## src/rtl/sdram_burst_responder.sv

```systemverilog
// Burst read engine: issues one 16-bit memory read at a time and returns the words as
// 16-bit beats or packed 32-bit beats, with an end-of-burst pulse on the final beat.
module sdram_burst_responder #(
  parameter int unsigned ADDR_W = 26,
  parameter int unsigned LEN_W  = 11
) (
  input  logic              CLK,
  input  logic              nRESET,
  input  logic              burst_rd,
  input  logic [ADDR_W-1:0] burst_addr,
  input  logic [LEN_W-1:0]  burst_len,
  input  logic              burst_32bit,
  output logic [31:0]       burst_data,
  output logic              burst_data_valid,
  output logic              burst_data_done,
  output logic              busy,
  output logic              mem_rd,
  output logic [ADDR_W-1:0] mem_addr,
  input  logic [15:0]       mem_q,
  input  logic              mem_q_valid
);

  typedef enum logic [1:0] {StIdle, StIssue, StWait, StDone} state_e;

  state_e            state_q, state_d;
  logic [ADDR_W-1:0] addr_q, addr_d;
  logic [LEN_W-1:0]  rem_q, rem_d;
  logic              mode_q, mode_d;
  logic              half_q, half_d;
  logic [15:0]       hi_q, hi_d;
  logic [31:0]       data_q, data_d;
  logic              valid_q, valid_d;
  logic              done_q, done_d;
  logic              mem_rd_q, mem_rd_d;
  logic [ADDR_W-1:0] mem_addr_q, mem_addr_d;
  logic              last;

  // Word addresses are always even; the low address bit carries no information.
  logic unused_addr_bit;
  assign unused_addr_bit = burst_addr[0];

  always_comb begin
    state_d    = state_q;
    addr_d     = addr_q;
    rem_d      = rem_q;
    mode_d     = mode_q;
    half_d     = half_q;
    hi_d       = hi_q;
    data_d     = data_q;
    valid_d    = 1'b0;
    done_d     = 1'b0;
    mem_rd_d   = 1'b0;
    mem_addr_d = mem_addr_q;
    last       = (rem_q == LEN_W'(1));

    case (state_q)
      StIdle: begin
        if (burst_rd) begin
          addr_d  = {burst_addr[ADDR_W-1:1], 1'b0};
          rem_d   = burst_len;
          mode_d  = burst_32bit;
          half_d  = 1'b0;
          done_d  = (burst_len == '0);
          state_d = (burst_len == '0) ? StDone : StIssue;
        end
      end
      StIssue: begin
        mem_rd_d   = 1'b1;
        mem_addr_d = addr_q;
        state_d    = StWait;
      end
      StWait: begin
        if (mem_q_valid) begin
          addr_d  = addr_q + ADDR_W'(2);
          rem_d   = rem_q - LEN_W'(1);
          state_d = last ? StDone : StIssue;
          if (!mode_q) begin
            data_d  = {16'h0000, mem_q};
            valid_d = 1'b1;
            done_d  = last;
          end else if (half_q) begin
            data_d  = {hi_q, mem_q};
            valid_d = 1'b1;
            done_d  = last;
            half_d  = 1'b0;
          end else if (last) begin
            // Odd-length packed burst: lone final word goes in the upper half.
            data_d  = {mem_q, 16'h0000};
            valid_d = 1'b1;
            done_d  = 1'b1;
          end else begin
            hi_d   = mem_q;
            half_d = 1'b1;
          end
        end
      end
      StDone: begin
        state_d = StIdle;
      end
      default: begin
        state_d = StIdle;
      end
    endcase
  end

  always_ff @(posedge CLK or negedge nRESET) begin
    if (!nRESET) begin
      state_q    <= StIdle;
      addr_q     <= '0;
      rem_q      <= '0;
      mode_q     <= 1'b0;
      half_q     <= 1'b0;
      hi_q       <= '0;
      data_q     <= '0;
      valid_q    <= 1'b0;
      done_q     <= 1'b0;
      mem_rd_q   <= 1'b0;
      mem_addr_q <= '0;
    end else begin
      state_q    <= state_d;
      addr_q     <= addr_d;
      rem_q      <= rem_d;
      mode_q     <= mode_d;
      half_q     <= half_d;
      hi_q       <= hi_d;
      data_q     <= data_d;
      valid_q    <= valid_d;
      done_q     <= done_d;
      mem_rd_q   <= mem_rd_d;
      mem_addr_q <= mem_addr_d;
    end
  end

  assign burst_data       = data_q;
  assign burst_data_valid = valid_q;
  assign burst_data_done  = done_q;
  assign busy             = (state_q != StIdle);
  assign mem_rd           = mem_rd_q;
  assign mem_addr         = mem_addr_q;

endmodule

```

## config.mk

```make
export PLATFORM = sky130hd
export DESIGN_NAME = sdram_burst_responder
export DESIGN_NICKNAME = d
export VERILOG_FILES = /design/src/rtl/sdram_burst_responder.sv
export SDC_FILE = /design/constraint.sdc
export NUM_CORES = 1
export LEC_CHECK = 0
export CAP_MARGIN = 10
export CORE_ASPECT_RATIO = 2
export CORE_MARGIN = 2
export CORE_UTILIZATION = 35
export CTS_CLUSTER_DIAMETER = 80
export DETAILED_ROUTE_END_ITERATION = 12
export HOLD_SLACK_MARGIN = 0.05
export PLACE_DENSITY = 0.64
export SLEW_MARGIN = 10
export SYNTH_ARGS = -nofsm -noshare
export SYNTH_HDL_FRONTEND = slang
export SYNTH_SLANG_ARGS = --single-unit
```

## constraint.sdc

```tcl
create_clock -name CLK -period 2.3 [get_ports CLK]
set_clock_uncertainty 0.15 [all_clocks]
set_input_delay 0.345 -clock CLK [delete_from_list [all_inputs] [get_ports CLK]]
set_output_delay 0.345 -clock CLK [all_outputs]
set_load 0.01 [all_outputs]
```

Yosys cells after proc, flatten, opt, wreduce, memory -nomap -nowiden --
Index checks and enable logic that the tools add are counted.
Storage, ports and cells: register bits after elaboration 118, input port bits 58, output and inout port bits 62, word-level logic and storage cells 64
Cells by class: add/sub/neg operators 2, equal/unequal tests 8, mux-type cells 31, bitwise logic cells 2, reduce and logical (&&, ||, !) cells 10
Operators by type and width (count):
- $mux W32 | 3
- $mux W26 | 2
- $pmux W26 S2 | 1
- $add A26 B2 Y26 const B | 1
- $mux W11 | 2
- $pmux W11 S2 | 1
- $mux W1 | 15
- $eq A11 B1 Y1 const B | 1
- $logic_not A11 Y1 | 1
- $sub A11 B1 Y11 const B | 1
- $mux W2 | 4
- $pmux W2 S4 | 1
- $ne A2 B2 Y1 const B | 3
- $reduce_and A3 Y1 | 2
- $reduce_and A5 Y1 | 1
- $eq A2 B2 Y1 const B | 2
- $pmux W1 S2 | 2
- $reduce_and A2 Y1 | 2
- $reduce_and A4 Y1 | 1
- $reduce_bool A2 Y1 | 2
- $ne A3 B1 Y1 const B | 1
- $eq A2 B1 Y1 const B | 1
- $logic_not A2 Y1 | 1
- $not A1 Y1 | 2

Depth between registers and ports, before layout --
depth in word-level cells 6, mapped depth 9, gate-level depth less buffers 7

Least setup slack after synthesis --
Ideal clock, no wire load.
kind reg-to-reg, from reg rem_q[1], to reg data_q[22], in the netlist burst_data[22], library setup time 0.125 ns, arrival time 1.696 ns, required time 2.025 ns, slack 0.329 ns, stages on the path, launching flop included 10, buffers on the path 2, period minus slack after synthesis 1.971 ns, path through dfrtp_1 -> inv_1 -> ha_1 -> nor4b_2 -> nand3_2 -> a21o_1 -> buf_6 -> inv_8 -> buf_12 -> mux2_4
On the way: cells in the longest elaborated chain, start to end 3
Ends and longest elaborated chain:
- from (decl) | RTL line 27 | logic [LEN_W-1:0] rem_q, rem_d;
- from (signal assigned) | RTL line 122 | rem_q <= rem_d;
- $eq A11 B1 Y1 | RTL line 54 | last = (rem_q == LEN_W'(1));
- $ne A3 B1 Y1 (no source line)
- $reduce_and A3 Y1 (no source line)
- to (signal assigned) | RTL line 126 | data_q <= data_d;
- to (decl) | RTL line 31 | logic [31:0] data_q, data_d;
No other way between the ends. A chain may end at the register's enable or synchronous reset.

Worst setup path after layout --
from reg state_q[0], to out busy
On the way: cells in the longest elaborated chain, start to end 1
Ends and longest elaborated chain:
- from (decl) | RTL line 25 | state_e state_q, state_d;
- from (signal assigned) | RTL line 108 | state_q <= StIdle;
- from (signal assigned) | RTL line 120 | state_q <= state_d;
- $reduce_bool A2 Y1 | RTL line 137 | assign busy = (state_q != StIdle);
- to (decl) | RTL line 16 | output logic busy,
No other way between the ends.

==> reports/qor.txt <==
status: complete, no violations
first-pass GRT wire length: 25.4 mm
Worst-Skew Late Latency: 410 ps
CORE AREA: 16,200 µm²
Tot GR Track Use: 0.189
HPWL Detailed: 11.7 mm
row cnt: 66
ant diodes: 0
Mapped Cells: 517
pin count of the biggest net entering global routing: 59
WS Path Type: reg -> out
IO buf count: 117
crit path DAT: 1710 ps
delay-heaviest family, CP: buffers and inverters
number of global-route vias before repair: 5,000
CTS tree: built
Bufs and invs on worst path: 1
total CTS buffers: 17
Post-synth EDFFs: 0
Critical path origin: state_q[0]
power density over the cells: 1440 nW/µm²
Max clock buf depth: 2
GRT overflow: 0
Power, Total: 11.3 mW
post-synth top area cell: dfrtp_1
Post-synth top flop: dfrtp_1
Yosys reg bits: 116
met3 wire len: 770 µm
Starting Density: 0.356
DR WL/cell: 18.5 µm
worst hold path type: in -> async
Die ar.: 17,600 µm²
fin crit period: 2210 ps
Max Transition Viols Final: 0
Synth top area share: 0.503
CTS Root Cell: clkbuf_16
reg2reg start: addr_q[1]
Ports: 120
Leak: 3.26 nW
setup ws final: 93.0 ps
clock sink count: 116
CP cell instances: or2_2 -> clkdlybuf4s50_1
mapped cell area: 5770 µm²
Seq/Total Area, Yosys: 0.503
Ys Warns: 0
drt total wl: 15.9 mm
Synthesized Nets: 578
chip height: 186 µm
Hold Buf Count CTS: 1
H-tree depth: 4
RSZ-0062 raised after global routing: no
synth unique cells: 54
DRT met1 WL: 5.78 mm
Synth area leaders: dfrtp_1 50%, mux2_2 9.4%, mux2i_1 3.1%
Final Hold Fails: 0
# DRC: 0
Area growth, synth to finish: 36.0%
CP Max Fanout: 9
endpoint class of the critical path: output port
CTS-repair resized insts: 0
final RePlAce weighted congestion: 0.867
CP max stage cell: clkdlybuf4s50_1
worst slew pin tran: 712 ps
Post-CTS Setup Inserts: 0
Final ANT Viol Nets: 0
nets@finish: 707
CTS clk-pin slew, worst paths: 50 ps
setup TNS: 0 ps
WP data required: 1800 ps
initial antenna violation count: 0
drt via density: 5.44
top sig layer: met4
share of layout cells above drive strength 1: 0.199
Max Clk Rate: 0.453 GHz
Place WS: 83.0 ps
Worst path max stage delay: 500 ps
fin crit share: 0.960
Vias: 4,684
FFs w/ async S/R, synth: 1.00
maximum vdd ir drop: 520 µV
met2 routed wirelength: 8.80 mm
syn_area_per_cell: 11.2 µm²
maxcap violations: 0
Startpoint Class: register
initial drt markers: 294
die width: 94.8 µm
Fin Hold WS: 295 ps
DRT Pass-1 Iters: 4
Relative slew margins: 0.521
final setup violation count: 0
per-stage QoR:
step	cell area (µm²)	std cells	utilization
finish	7850	861	0.485
global route	7850	861	0.485
CTS	7850	861	0.485
detailed placement	7250	830	0.448
global placement	7250	830	0.448
floorplan	5770	517	-
synth_stat cells, drive strengths merged, types with 2 or more instances:
cell type	number
o22ai	9
a22oi	2
o2bb2ai	2
mux2i	18
o211ai	3
a2bb2oi	11
a311oi	6
and3	7
buf	24
nor2b	18
a31oi	5
a21oi	26
and2	3
clkbuf	11
mux2	57
nor4b	7
nand2b	4
a31o	3
nand4	10
ha	3
nand2	26
a211oi	8
nor4	6
a22o	16
nand3	16
nor3	13
inv	9
or3	3
dfrtp	116
a21o	5
o21ai	25
nor2	30
and4	7
logic make-up (layout without fill, tap and decap cells):
group | Yosys count | count (layout) | synth area share
buffers and inverters | 44 | 184 | 0.0401
flip-flops | 116 | 116 | 0.503
adder cells (fa/ha/maj) | 3 | 3 | 0.00651
AO/OA/AOI/OAI | 124 | 124 | 0.145
multiplexers | 75 | 75 | 0.148
AND/OR/NAND/NOR | 154 | 154 | 0.156
other | 1 | 1 | 0.000650
sequential cells by signal (all words and copies together), names as in the netlist:
name,flops
burst_data,32
addr_q,25
mem_addr,25
half_q,1
burst_data_valid,1
mem_rd,1
mode_q,1
burst_data_done,1
rem_q,11
state_q,2
hi_q,16
path summary, 6_finish.rpt:
| check | to | slack, ps | cells past startpoint |
|---|---|---|---|
| hold reg to reg | mem_addr[8] | 340 | 2 |
| max in group asynchronous | rem_q[4] | 1000 | 3 |
| setup reg to reg | addr_q[21] | 220 | 5 |
| min in group CLK | mem_addr[8] | 340 | 2 |
| setup / recovery | busy | 90 | 2 |
| hold / removal | burst_data[23] | 290 | 2 |
worst reg2reg max path, stage by stage (launching register included):
cell,delay [ps]
dfrtp_1,530
ha_1,270
nand3_1,160
nor4_4,470
a311oi_1,190
a211oi_1,210
power by group:
| part | leakage (nW) | total (mW) | switching, mW | internal [mW] |
|---|---|---|---|---|
| Clock | 0.287 | 2.61 | 0.918 | 1.69 |
| Combinational | 1.58 | 4.76 | 2.17 | 2.59 |
| Sequential | 1.40 | 3.95 | 0.907 | 3.04 |
| Total | 3.26 | 11.3 | 4.00 | 7.32 |
cells in the final DEF, fill, tap and decap left out, types with 18 or more instances in the layout:
cell type and instances:
dfrtp_1 116, clkdlybuf4s50_1 116, mux2_2 48, nor2_1 30
nand2_1 26, a21oi_1 26, o21ai_0 25, buf_4 25
mux2i_1 18
final cells by class:
type,count,area [µm²]
fill,1509,8340
sequential,116,2900
multi-input combinational,357,2640
timing repair buffer,145,1420
clock buffer,21,480
tap,204,255
clock inverter,9,104
inverter,9,41.3
layer usage:
layer / global-route usage / vias to the layer above
met1: 0.191 / 2308
met4: 0.104 / 0
met2: 0.347 / 169
met5: 0 / -
li1: - / 2180
met3: 0.0437 / 27
(Power assumes the default switching activity.)
